[src/rtl/apu_reg_bank.sv]
// Shadow/active register bank behind the UART receiver: captures each UART write,
// stages it in a shadow register and loads the active bank on commit or in auto mode.
module apu_reg_bank #(
    parameter int          NUM_REGS  = 15,
    parameter logic [3:0]  CTRL_ADDR = 4'd15
) (
    input  logic                    clk,
    input  logic                    rst_n,
    input  logic [3:0]              uart_addr,
    input  logic [7:0]              uart_data,
    input  logic                    uart_ready,
    output logic [8*NUM_REGS-1:0]   regs_active,
    output logic [NUM_REGS-1:0]     wr_strobe,
    output logic                    auto_commit,
    output logic [NUM_REGS-1:0]     pending,
    output logic [7:0]              wr_count
);

    // Write handshake: uart_ready is a level already synchronous to clk; address and
    // data are valid while it is high, and only its 0->1 transition is a write.
    // There is no back-pressure, so every rising edge is accepted.

    localparam int CTRL_COMMIT = 0;
    localparam int CTRL_AUTO   = 1;
    localparam int CTRL_CLEAR  = 7;

    logic                   ready_d_q, ready_d_d;
    logic [7:0]             shadow_q [NUM_REGS];
    logic [7:0]             shadow_d [NUM_REGS];
    logic [7:0]             active_q [NUM_REGS];
    logic [7:0]             active_d [NUM_REGS];
    logic [NUM_REGS-1:0]    pending_q, pending_d;
    logic [NUM_REGS-1:0]    wr_strobe_q, wr_strobe_d;
    logic                   auto_commit_q, auto_commit_d;
    logic [7:0]             wr_count_q, wr_count_d;

    logic                   wr_evt;
    logic                   is_ctrl;

    assign wr_evt  = uart_ready & ~ready_d_q;
    assign is_ctrl = (uart_addr == CTRL_ADDR);

    always_comb begin
        ready_d_d     = uart_ready;
        shadow_d      = shadow_q;
        active_d      = active_q;
        pending_d     = pending_q;
        wr_strobe_d   = '0;
        auto_commit_d = auto_commit_q;
        wr_count_d    = wr_count_q;

        if (wr_evt) begin
            wr_count_d = wr_count_q + 8'd1;
            if (!is_ctrl) begin
                for (int k = 0; k < NUM_REGS; k++) begin
                    if (uart_addr == 4'(k)) begin
                        shadow_d[k] = uart_data;
                        if (auto_commit_q) begin
                            active_d[k]    = uart_data;
                            wr_strobe_d[k] = 1'b1;
                            pending_d[k]   = 1'b0;
                        end else begin
                            pending_d[k]   = 1'b1;
                        end
                    end
                end
            end else begin
                auto_commit_d = uart_data[CTRL_AUTO];
                // Clear wins over commit and is silent: channels see no strobes.
                if (uart_data[CTRL_CLEAR]) begin
                    for (int k = 0; k < NUM_REGS; k++) begin
                        shadow_d[k] = '0;
                        active_d[k] = '0;
                    end
                    pending_d = '0;
                end else if (uart_data[CTRL_COMMIT]) begin
                    for (int k = 0; k < NUM_REGS; k++) begin
                        if (pending_q[k]) begin
                            active_d[k]    = shadow_q[k];
                            wr_strobe_d[k] = 1'b1;
                        end
                    end
                    pending_d = '0;
                end
            end
        end
    end

    always_ff @(posedge clk) begin
        if (!rst_n) begin
            ready_d_q     <= 1'b1;
            shadow_q      <= '{default: '0};
            active_q      <= '{default: '0};
            pending_q     <= '0;
            wr_strobe_q   <= '0;
            auto_commit_q <= 1'b0;
            wr_count_q    <= '0;
        end else begin
            ready_d_q     <= ready_d_d;
            shadow_q      <= shadow_d;
            active_q      <= active_d;
            pending_q     <= pending_d;
            wr_strobe_q   <= wr_strobe_d;
            auto_commit_q <= auto_commit_d;
            wr_count_q    <= wr_count_d;
        end
    end

    always_comb begin
        regs_active = '0;
        for (int k = 0; k < NUM_REGS; k++) begin
            regs_active[8*k +: 8] = active_q[k];
        end
    end

    assign wr_strobe   = wr_strobe_q;
    assign auto_commit = auto_commit_q;
    assign pending     = pending_q;
    assign wr_count    = wr_count_q;

endmodule

[config.mk]
export PLATFORM = sky130hd
export DESIGN_NAME = apu_reg_bank
export DESIGN_NICKNAME = d
export VERILOG_FILES = /design/src/rtl/apu_reg_bank.sv
export SDC_FILE = /design/constraint.sdc
export NUM_CORES = 1
export LEC_CHECK = 0
export CORE_ASPECT_RATIO = 0.5
export CORE_MARGIN = 3
export CORE_UTILIZATION = 40
export CTS_CLUSTER_SIZE = 14
export DETAILED_ROUTE_END_ITERATION = 16
export GPL_ROUTABILITY_DRIVEN = 0
export PLACE_DENSITY = 0.65
export SLEW_MARGIN = 0
export SYNTH_ARGS = -nofsm -noshare
export SYNTH_HDL_FRONTEND = slang
export SYNTH_SLANG_ARGS = --single-unit
[constraint.sdc]
create_clock -name clk -period 2 [get_ports clk]
set_clock_uncertainty 0.1 [all_clocks]
set_input_delay 0.3 -clock clk [delete_from_list [all_inputs] [get_ports clk]]
set_output_delay 0.3 -clock clk [all_outputs]
set_load 0.005 [all_outputs]
==> metrics.txt, run 1 <==
status=finished clean; CTS Buf Count=26; post-synthesis sequential area ratio=48.7%; post-synthesis mux area share=6.84%; Die Y=126 µm; Setup TNS=0 ns; f_max=510 MHz; Placement Rows=43; # port buffers=173; P_leak=5.55 nW; hold path depth=3; Tot GR Track Use=23.1%; fin crit share=98.0%; die area=30,900 µm²; main combinational cell family by area after synthesis=compound AO/OA/AOI/OAI gates; synth unique cells=59; Core Area=28,000 µm²; Worst slew margin=58.1%; setup ws final=0.0408 ns; vias in the first global route=10,239; Reg clk slew, reported paths=0.07 ns; Initial DRC Count=974; initial antenna violation count=0; Syn Area/Cell=9.18 µm²; n_diodes=0; post-synthesis simple-gate area fraction=12.4%; latest clock arrival within the worst-skew pair=0.55 ns; Crit path required time=1.60 ns; final core occ=55.9%; WL/cell=19.6 µm; Final Hold Fails=0; Bufs on Longest Clock Path=3; Final Power=11.9 mW; wire length of the first global-routing pass=57,500 µm; fin cells=1,891; final net count=1,509; RSZ-0062 raised after global routing=no; post-synthesis compound-gate area fraction=25.2%; Ys Warns=0; via density per instance=5.59; top fanout value on the critical path=4; WP data arrival=1.56 ns; DPL Wire Length=26,200 µm; Fillers=2,480; setup bufs post-CTS=0; TritonCTS clock tree=done; commonest non-fill, non-tap cell in the layout=dfxtp_1; min-delay worst type=in2reg; peak supply drop=554 µV; delay-heaviest family, CP=buffers and inverters; post-synthesis adder-cell area fraction=0.109%; Worst Setup End Kind=primary output; Synth Area in XOR/XNOR=0.914%; Slowest Stage Delay on Critical Path=0.55 ns; CP max stage cell=clkdlybuf4s50_1; min Tclk post-route=1.96 ns; Synth Cell Area=11,500 µm²; kind of critical path=reg2out; EDFF count, synth=0; Root Driver=clkbuf_16; Final Max Tran Viols=0; reg2reg path depth=7; die width=246 µm; Routed Antenna Nets=0; most frequent cells in the layout=276 x dfxtp_1, 227 x a21oi_1, 170 x clkdlybuf4s50_1; Post-Syn Nets=1,269; fraction of registers with async set/reset=0%; Via Count=10,572; placed insts=1,847; Final setup viols=0; crit path launch type=flip-flop; max-cap violations=0; remaining global-route overflow=0; DRT Pass-1 Iters=7; Synth Instances=1,253; Post-Place Setup Slack=-0.540 ns; largest net degree at the start of global routing=67; worst slew pin tran=0.628 ns; H-tree Lvls=1; layout cells sized above 1=16.5%; Yosys reg bits=280; crit path cell chain=clkdlybuf4s50_1; CTS sink cnt=280; Main synth FF type=dfxtp_1; critical path depth in cells=1; starting density of the core=41.1%; # IOs=174; total wire length=37,000 µm; Worst Path Buf+Inv=1; DRC viols=0; Area growth syn-to-layout=36.0%; pwr dens=759 nW/µm²
-- cell usage after synthesis (3+ instances only) --
master	count	share of area, %
buf_6	9	0.88
or4b_1	3	0.26
o21ai_0	80	3.5
and2_0	3	0.16
nand3_1	64	2.8
a32o_1	8	0.70
dfxtp_1	280	49
a22oi_1	7	0.46
o2111ai_1	3	0.23
o211ai_1	9	0.59
a211oi_1	104	6.8
a32oi_1	9	0.69
and3_1	22	1.2
nor3_2	3	0.26
nor2_1	29	0.95
o31ai_1	9	0.59
a21oi_1	229	10
nand2_1	99	3.2
xor2_1	7	0.53
nand4_1	4	0.22
nor2b_1	4	0.22
nor2_2	7	0.38
buf_2	54	2.4
a21o_1	4	0.26
xnor2_1	5	0.38
mux2i_1	69	6.0
and2_1	22	1.2
mux2i_4	3	0.59
clkbuf_1	58	1.9
a211o_1	3	0.23
buf_4	6	0.39
-- layout make-up --
class	instances	area, µm²	area share [%]
clock buffers	37	752	4.81
well taps	382	478	3.06
flip-flops and latches	280	5610	35.9
repair buffers	342	3360	21.5
clock inverters	7	150	0.960
multi-input cells	841	5280	33.7
inverters	2	8.76	0.0560
-- where the power goes --
part           switching (mW)  internal (mW)  total (mW)
Combinational           0.594          0.376       0.971
Sequential             0.0196           5.60        5.62
Clock                    2.15           3.13        5.27
-- state kept, by name, indices dropped and copies added, names as in the netlist --
| signal | count |
|---|---|
| pending | 15 |
| ready_d_q | 1 |
| wr_strobe | 15 |
| shadow_q | 120 |
| regs_active | 120 |
| auto_commit | 1 |
| wr_count | 8 |
-- worst reg2reg max path, cell delays in order, from the launching register on --
cell	delay, ns
dfxtp_1	0.31
nand2b_1	0.18
buf_12	0.17
nor2_4	0.18
buf_12	0.19
buf_4	0.23
a21oi_1	0.09
a211oi_1	0.27
-- final timing paths --
path,start,end,slack (ns)
worst max-delay path,pending[4]$_SDFFE_PN0P_,pending[4],0.04
worst min-delay path,rst_n,regs_active[80]$_SDFFE_PN0P_,0.11
worst max register to register,ready_d_q$_SDFF_PN1_,regs_active[46]$_SDFFE_PN0P_,0.17
worst min register to register,shadow_q[86]$_SDFFE_PN0P_,shadow_q[86]$_SDFFE_PN0P_,0.36
-- metrics by stage --
stage               hold slack (ns)  cell area, µm²
floorplan                     0.301           11500
global placement              0.342           14700
detailed placement            0.348           14700
CTS                           0.102           15600
global route                  0.102           15600
finish                        0.105           15600
-- repair_timing --
action                     CTS  global route
resized for setup            4            16
setup endpoints to repair    2            75
pin swaps                    0             0
hold buffers                 0             0
-- per-layer routing --
metal	global-route usage (%)	routed length, µm	part of all wire, %	up-vias
met5	0	0	0	-
met4	5.44	786	2.1	0
met3	4.83	2580	7.0	70
met2	38.1	17400	47	325
met1	31.3	16200	44	5130
li1	-	-	-	5047
-- cell families after synthesis --
group | Yosys count
flops | 280
xor+xnor | 12
compound gates | 477
fa+ha+maj | 1
simple gates | 277
buf+inv | 132
mux | 74
No activity file was read; power rests on OpenSTA's default activity.
==> run 2, diff against run 1 <==
==> constraint.sdc (replaced) <==
create_clock -name clk -period 2.21 [get_ports clk]
set_clock_uncertainty 0.1 [all_clocks]
set_input_delay 0.3315 -clock clk [delete_from_list [all_inputs] [get_ports clk]]
set_output_delay 0.3315 -clock clk [all_outputs]
set_load 0.005 [all_outputs]
==> run 2 against run 1 <==
- die area unchanged
- global-route usage increased by 0.80 points
- register-to-register slack improved by 0.14 ns
- largest cell class unchanged
- largest power group unchanged
==> metrics.txt, run 2 (synthesized netlist as in run 1, its figures left out) <==
commonest non-fill, non-tap cell in the layout=dfxtp_1; Final setup viols=0 (unchanged); status=finished clean; critical path depth in cells=2 (+1); vias in the first global route=10,397 (+1.5%); TritonCTS clock tree=done; die area=30,900 µm² (unchanged); pwr dens=676 nW/µm² (-11%); most frequent cells in the layout=280 x dfxtp_1, 229 x a21oi_1, 172 x clkdlybuf4s50_1; initial antenna violation count=0 (unchanged); total wire length=37,900 µm (+2.6%); Worst Setup End Kind=primary output; Comb pwr share=8.3% (about the same); Initial DRC Count=1,127 (+16%); Tot GR Track Use=23.9% (+0.80 points); Area growth syn-to-layout=34.7%; layout cells sized above 1=15.5% (-0.97 points); fin crit share=95.4%; # IOs=174 (unchanged); Worst Path Buf+Inv=2 (+1); H-tree Lvls=1 (unchanged); DRT Pass-1 Iters=5 (-2); die width=246 µm (unchanged); n_diodes=0 (unchanged); largest net degree at the start of global routing=67 (unchanged); Reg clk slew, reported paths=0.07 ns (about the same); worst hold start=rst_n; Final Hold Fails=0 (unchanged); RR Endpoint=regs_active[54]$_SDFFE_PN0P_; P_int=7.96 mW (-13%); Root Driver=clkbuf_16; Fillers=2,456 (-0.97%); CTS Buf Count=26 (unchanged); hold slack=0.151 ns (+0.0454 ns); top fanout value on the critical path=13 (+9); kind of critical path=reg2out; DPL Wire Length=26,700 µm (+2.1%); CTS sink cnt=280 (unchanged); DRC viols=0 (unchanged); # port buffers=173 (unchanged); Placement Rows=43 (unchanged); cts hold-fix bufs=0 (unchanged); delay-heaviest family, CP=buffers and inverters; RSZ-0062 raised after global routing=no; f_max=474 MHz; fin cells=1,889 (-0.11%); worst slew pin tran=0.786 ns (+0.158 ns); crit path launch type=flip-flop; Reg2Reg Launch Point=ready_d_q$_SDFF_PN1_; area of the multi-input gates=5240 µm² (-0.62%); latest clock arrival within the worst-skew pair=0.56 ns (about the same); remaining global-route overflow=0 (unchanged); placed insts=1,843 (-0.22%); Die Y=126 µm (unchanged); starting density of the core=41.1% (unchanged); worst setup path startpoint=auto_commit$_SDFFE_PN0P_; max-cap violations=0 (unchanged); peak supply drop=705 µV (+27%); Bufs on Longest Clock Path=3 (unchanged); crit path cell chain=buf_4 -> clkdlybuf4s50_1; min Tclk post-route=2.11 ns; Core Area=28,000 µm² (unchanged); wire length of the first global-routing pass=58,800 µm (+2.2%); Net Switching=2.51 mW (-9.1%); Clk pwr share=43.1% (-1.3 points); Flop pwr share=48.6% (+1.2 points); Worst Hold Path EP=regs_active[80]$_SDFFE_PN0P_; WL/cell=20.1 µm (+2.7%); Final Max Tran Viols=0 (unchanged); Crit path required time=1.78 ns (+0.18 ns); P_leak=5.47 nW (-1.4%); Switching Share=24.0% (+0.71 points); via density per instance=5.65 (+1.0%); WP data arrival=1.68 ns (+0.12 ns); Worst R2R Setup Slack=0.31 ns (+0.14 ns); hold path depth=3 (unchanged); min-delay worst type=in2reg; Worst slew margin=47.6% (-11 points); final net count=1,505 (-0.27%); Slowest Stage Delay on Critical Path=0.53 ns (-0.02 ns); Via Count=10,671 (+0.94%); CP max stage cell=clkdlybuf4s50_1; Routed Antenna Nets=0 (unchanged); register area=5610 µm² (about the same); reg2reg path depth=6 (-1)
## run 2: cell count changes in the layout (fill, tap and decap cells not counted), moves of 3 or more
| cell | before | now |
|---|---|---|
| dfxtp_1 | 276 | 280 |
| dfxtp_2 | 4 | 0 |
| buf_6 | 3 | 0 |
| clkbuf_1 | 5 | 8 |
| clkinv_2 | 2 | 5 |
## run 2: worst register-to-register path: cells and delay by family (launching register included)
family	cells	cell delay, ns
AOI/OAI and AO/OA	1	0.16
buffers and inverters	2	0.39
DFF	1	0.31
and+or+nand+nor	3	0.81
## run 2: final cells by class
class / count / area share [%]
clock buffer: 38 / 4.75
timing repair buffer: 338 / 21.3
tap: 382 / 3.09
clock inverter: 8 / 0.768
sequential: 280 / 36.2
multi-input combinational: 841 / 33.9
inverter: 2 / 0.0566
## run 2: worst max-delay path by stage
stage                                  endpoint  slack (ns)
finish                              auto_commit        0.10
global route         shadow_q[114]$_SDFFE_PN0P_        0.05
CTS                                 auto_commit        0.09
detailed placement    shadow_q[53]$_SDFFE_PN0P_       -0.41
global placement      shadow_q[50]$_SDFFE_PN0P_       -0.33
floorplan           regs_active[7]$_SDFFE_PN0P_        0.32
## run 2: metal layers
metal,global-route usage (%),vias up,share of wire (%)
met5,0,-,0
met4,4.92,0,1.7
met3,3.68,50,6.1
met2,39.5,370,47
met1,33.4,5196,45
li1,-,5055,-
## run 2: through the flow
stage | total power [mW] | utilization (%) | TNS, ns | instance area (µm²) | worst slack (ns)
2_1_floorplan | 5.61 | - | 0 | 11500 | 0.316
3_3_place_gp | 6.03 | 52.3 | -50.21 | 14600 | -0.325
3_5_place_dp | 6.04 | 52.3 | -63.38 | 14600 | -0.410
4_1_cts | 10.5 | 55.3 | 0 | 15500 | 0.0890
5_1_grt | 10.8 | 55.3 | 0 | 15500 | 0.0482
6_report | 10.5 | 55.3 | 0 | 15500 | 0.101
## run 2: what timing repair did
item | 4_1_cts | 5_1_grt
setup endpoints to repair | 0 | 1
resized for setup | 0 | 1
setup buffers | 0 | 0
hold endpoints to repair | 0 | 0
## run 2: power by group through the flow
stage                     clock network (mW)  registers [mW]  logic [mW]
final                                   4.51            5.09       0.869
after global routing                    4.77            5.09       0.915
after CTS                               4.58            5.09       0.848
after detailed placement                   0            5.20       0.842
after global placement                     0            5.20       0.831
after floorplan                            0            5.20       0.415
==> run 3, diff against run 2 <==
--- a/config.mk
+++ b/config.mk
@@ -10,7 +10,6 @@
 export CORE_UTILIZATION = 40
 export CTS_CLUSTER_SIZE = 14
 export DETAILED_ROUTE_END_ITERATION = 16
-export GPL_ROUTABILITY_DRIVEN = 0
 export PLACE_DENSITY = 0.65
 export SLEW_MARGIN = 0
 export SYNTH_ARGS = -nofsm -noshare
==> results of run 3 <==
The final DEF is identical to that of run 2; final timing and power are the same.
